`src/rtl/cpu_mem_pkg.sv`:
```
// rtl/cpu_mem_pkg.sv - shared data-memory sizing and dump-engine state encoding
//
// Purpose: common definitions for blocks that sit on the CPU data-memory port.
//   DUMP_ADDR_W / DUMP_DATA_W : default address and word widths
//   MEM_WORDS                 : number of data-memory words
//   dump_state_e              : readback engine states
package cpu_mem_pkg;

  localparam int DUMP_ADDR_W = 10;
  localparam int DUMP_DATA_W = 32;
  localparam int MEM_WORDS   = 1 << DUMP_ADDR_W;

  typedef enum logic [2:0] {
    IDLE,
    REQ,
    CAPT,
    SEND,
    FIN
  } dump_state_e;

endpackage

```
`src/rtl/data_mem_dump_reader.sv`:
```
// rtl/data_mem_dump_reader.sv - streams a contiguous range of data-memory words out with their addresses
//
// Purpose: after the CPU halts, read base_addr..base_addr+count-1 (wrapping) from
// the synchronous data-memory read port and present each word on a valid/ready
// output, tagged with its source address.
// Ports:
//   clk, rst            : clock, asynchronous active-high reset
//   start               : one-cycle dump request, honoured only when idle
//   base_addr, count    : first word and word count (0..MEM_WORDS), captured on start
//   mem_rd_en, mem_addr : read strobe/address to the data memory
//   mem_rdata           : read data, valid the cycle after mem_rd_en
//   out_valid/out_ready : output handshake
//   out_data, out_addr  : streamed word and its address
//   busy, done          : dump in progress, one-cycle completion pulse
module data_mem_dump_reader
  import cpu_mem_pkg::*;
#(
  parameter int ADDR_W = DUMP_ADDR_W,
  parameter int DATA_W = DUMP_DATA_W
) (
  input  logic              clk,
  input  logic              rst,
  input  logic              start,
  input  logic [ADDR_W-1:0] base_addr,
  input  logic [ADDR_W:0]   count,
  output logic              mem_rd_en,
  output logic [ADDR_W-1:0] mem_addr,
  input  logic [DATA_W-1:0] mem_rdata,
  output logic              out_valid,
  input  logic              out_ready,
  output logic [DATA_W-1:0] out_data,
  output logic [ADDR_W-1:0] out_addr,
  output logic              busy,
  output logic              done
);

  dump_state_e       state;
  logic [ADDR_W-1:0] ptr;
  logic [ADDR_W:0]   rem;
  logic [ADDR_W-1:0] ptr_inc;

  // Natural ADDR_W-bit rollover gives the 1023 -> 0 wrap.
  assign ptr_inc = ptr + ADDR_W'(1);

  // All outputs are registered; the read strobe is raised on the edge that
  // enters REQ so it lines up with that state exactly.
  always_ff @(posedge clk or posedge rst) begin
    if (rst) begin
      state     <= IDLE;
      ptr       <= '0;
      rem       <= '0;
      mem_rd_en <= 1'b0;
      mem_addr  <= '0;
      out_valid <= 1'b0;
      out_data  <= '0;
      out_addr  <= '0;
      busy      <= 1'b0;
      done      <= 1'b0;
    end else begin
      case (state)
        IDLE: begin
          if (start) begin
            busy <= 1'b1;
            if (count != '0) begin
              ptr       <= base_addr;
              rem       <= count;
              mem_rd_en <= 1'b1;
              mem_addr  <= base_addr;
              state     <= REQ;
            end else begin
              state <= FIN;
            end
          end
        end
        REQ: begin
          mem_rd_en <= 1'b0;
          state     <= CAPT;
        end
        CAPT: begin
          out_data  <= mem_rdata;
          out_addr  <= ptr;
          out_valid <= 1'b1;
          state     <= SEND;
        end
        SEND: begin
          if (out_ready) begin
            out_valid <= 1'b0;
            rem       <= rem - (ADDR_W + 1)'(1);
            ptr       <= ptr_inc;
            if (rem == (ADDR_W + 1)'(1)) begin
              done  <= 1'b1;
              state <= FIN;
            end else begin
              mem_rd_en <= 1'b1;
              mem_addr  <= ptr_inc;
              state     <= REQ;
            end
          end
        end
        FIN: begin
          // Arriving from the last handshake, done is already high. A zero-count
          // dump arrives with done low and raises it here, one cycle later.
          if (done) begin
            done  <= 1'b0;
            busy  <= 1'b0;
            state <= IDLE;
          end else begin
            done <= 1'b1;
          end
        end
        default: state <= IDLE;
      endcase
    end
  end

endmodule

```
`config.mk`:
```
export PLATFORM = sky130hd
export DESIGN_NAME = data_mem_dump_reader
export DESIGN_NICKNAME = d
export VERILOG_FILES = /design/src/rtl/cpu_mem_pkg.sv /design/src/rtl/data_mem_dump_reader.sv
export SDC_FILE = /design/constraint.sdc
export NUM_CORES = 1
export LEC_CHECK = 0
export ABC_AREA = 1
export BUFFER_PORTS_ARGS = -buffer_cell sky130_fd_sc_hd__clkbuf_2
export CAP_MARGIN = 20
export CORE_MARGIN = 2
export CORE_UTILIZATION = 35
export DETAILED_ROUTE_END_ITERATION = 8
export HOLD_SLACK_MARGIN = 0.15
export PLACE_DENSITY = 0.63
export SYNTH_ARGS = -nofsm -noshare
export SYNTH_HDL_FRONTEND = slang
export SYNTH_SLANG_ARGS = --single-unit
```
`constraint.sdc`:
```
create_clock -name clk -period 2.93 [get_ports clk]
set_input_delay 0.586 -clock clk [delete_from_list [all_inputs] [get_ports clk]]
set_output_delay 0.586 -clock clk [all_outputs]
set_load 0.01 [all_outputs]
```
==> impl_metrics.csv <==
group,metric,value,unit
setup_path,arrival,2.24,ns
timing,worstMarginPinSlew,0.603,ns
setup_path,path_buf_inv,1,
drt,dr.first_iter.drc_count,154,
drt,routedWlPerCell,13.0,um
die,dieArea,11800,um2
clock_tree,cts.sinks,80,
setup_path,crit_path_end_kind,"flip-flop",
yosys,ys.warnings.count,0,
setup_path,path_cells,"nand2_1, nor2_4, buf_4, nand3_1, nand2_1, nor2_1, nand2_1, nand2_1",
timing,setup_viol,0,
place,place_congestion,0.866,
drt,vias,3261,
global_routing,grt_pass1_wl,14400,um
global_routing,antenna_found_initial,0,
clock_tree,post_cts_resized,0,
timing,min_period,1.95,ns
yosys,synth_cell_types,28,
global_routing,grt_pass1_vias,3001,
setup_path,path_delay_family,"simple AND/OR/NAND/NOR gates",
clock_tree,hold_buffers,0,
run,cap_violations,0,
final_layout,num-fill-cells,1077,
drt,dr.max_layer_used,"met4",
final_layout,fin_cells,695,
drt,vias_per_cell,4.69,
timing,relSlewSlack,59.7,%
timing,finalCritPeriodShare,66.5,%
drt,drt-total-wl,9050,um
drt,antenna_left,0,
die,start_util,35.7,%
setup_path,cpMostUsedCell,"nand2_1",
global_routing,grt_max_degree,34,
setup_path,slowest_stage,"nor2_1",
global_routing,gr-total-overflow,0,
timing,rsz0062_at_grt,"no",
clock_tree,cts_buffers,9,
setup_path,worstPathRequired,3.23,ns
final_layout,nets,610,
clock_tree,cts_max_path_buffers,2,
yosys,async_reset_ff_share,100,%
die,io_pins,113,
final_layout,most-common-layout-cells,"nand2_1, clkbuf_2, dfrtp_1",
clock_tree,h-tree-depth,3,
clock_tree,clk_latency,0.35,ns
yosys,syn_area,3830,um2
die,die_h,109,um
setup_path,cpPeakStageDelay,0.48,ns
drt,met2_wirelength,3980,um
yosys,synth_cells,435,
yosys,yosysSeqAreaShare,52.2,%
hold_path,hold_path_class,"input pin to async pin",
clock_tree,cts_setup_buffers,0,
timing,clock_skew,0.00926,ns
die,dieWidth,109,um
timing,fin_setup_tns,0,ns
yosys,synth_edf_count,0,
yosys,synth-main-ff-cell,"dfrtp_1",
timing,fmax,0.514,GHz
drt,wl_met3,833,um
drt,drt_first_pass_iters,4,
pwr,p_leak,0.00250,uW
run_status,outcome,"complete, no violations",
pwr,powerDensity,1180,nW/um2
die,core_region_area,10700,um2
clock_tree,ctsRootBufferMaster,"clkbuf_8",
setup_path,cp-start-kind,"flip-flop",
yosys,syn-num-nets,495,
timing,finalHoldViolations,0,
setup_path,worstSetupPathType,"flip-flop to flip-flop",
die,num_rows,38,
clock_tree,clk_pin_slew,0.08,ns
yosys,avgSynthCellArea,8.82,um2
final_layout,final_common_cell,"nand2_1",
global_routing,grtUsageTotal,15.8,%
pwr,ir_drop,0.000477,V
drt,wl_met1,4120,um
place,dp.cells,679,
yosys,synth_seq_cells,80,
final_layout,drive_gt1_share,33.2,%
setup_path,crit_path_max_fanout,26,
place,hpwl,6780,um
final_layout,area_growth,24.5,%
clock_tree,cts_tree,"built",
drt,drc,0,
final_layout,diodes,0,
timing,drv_slew,0,
place,portBuffers,112,
registers in the layout (all words and copies together) (netlist names):
| signal | cells |
|---|---|
| out_data | 32 |
| done | 1 |
| state | 3 |
| mem_rd_en | 1 |
| out_valid | 1 |
| rem | 11 |
| busy | 1 |
| out_addr | 10 |
| mem_addr | 10 |
| ptr | 10 |
per-stage QoR:
stage          utilization [%]  total power [uW]  setup WS [ns]  hold WS (ns)  instance area (um2)
2_1_floorplan                -              3900          0.292         0.449                 3830
3_3_place_gp              42.4              4660          0.972         0.468                 4550
3_5_place_dp              42.4              4750          0.920         0.470                 4550
4_1_cts                   44.4              5670          0.994         0.239                 4770
5_1_grt                   44.4              6130          0.813         0.277                 4770
6_report                  44.4              5610          0.983         0.233                 4770
cell type report:
cell class	count	area (um2)	area share [%]
timing repair buffer	117	611	12.8
inverter	37	143	2.99
clock buffer	12	145	3.04
multi-input combinational	305	1620	34.0
sequential	80	2000	41.9
tap	140	175	3.67
clock inverter	4	76.3	1.60
cells by family after synthesis:
| group | share of synthesized area [%] |
|---|---|
| buffers and inverters | 5.61 |
| multiplexers | 10.5 |
| flip-flops | 52.2 |
| adder cells (fa/ha/maj) | 0.979 |
| AO/OA/AOI/OAI | 6.36 |
| AND/OR/NAND/NOR | 23.8 |
| XOR/XNOR | 0.457 |
per-layer routing:
layer  GRT usage, %  vias to the layer above
li1               -                     1618
met1           21.5                     1509
met2           24.4                      125
met3           3.47                        9
met4           6.41                        0
met5              0                        -
synthesized netlist by cell type (3+ instances only):
master | number | area, um2
inv_1 | 36 | 135
buf_2 | 8 | 40.0
nand2_1 | 144 | 541
o21ai_0 | 25 | 125
mux2_2 | 35 | 394
ha_1 | 3 | 37.5
o21ai_1 | 4 | 20.0
a21oi_1 | 5 | 25.0
nor2_1 | 41 | 154
o21ai_2 | 6 | 52.6
dfrtp_1 | 80 | 2000
nand3_1 | 22 | 110
worst paths after layout:
kind,startpoint,end,slack [ns],depth (start not counted)
worst min-delay path,rst,out_data[25]$_DFFE_PP0P_,0.23,2
worst max-delay path,state[1]$_DFFE_PP0P_,mem_addr[7]$_DFFE_PP0P_,0.98,8
worst min register to register,out_addr[5]$_DFFE_PP0P_,out_addr[5]$_DFFE_PP0P_,0.49,2
min in group clk,mem_rdata[24],out_data[24]$_DFFE_PP0P_,0.46,2
max in group asynchronous,rst,ptr[6]$_DFFE_PP0P_,1.97,3
worst max register to register,state[1]$_DFFE_PP0P_,mem_addr[7]$_DFFE_PP0P_,0.98,8
where the power goes:
| group | internal, uW | switching, uW | total [uW] |
|---|---|---|---|
| registers | 1650 | 349 | 2000 |
| logic | 1090 | 1600 | 2700 |
| clock network | 507 | 404 | 911 |
(Power assumes the default switching activity.)
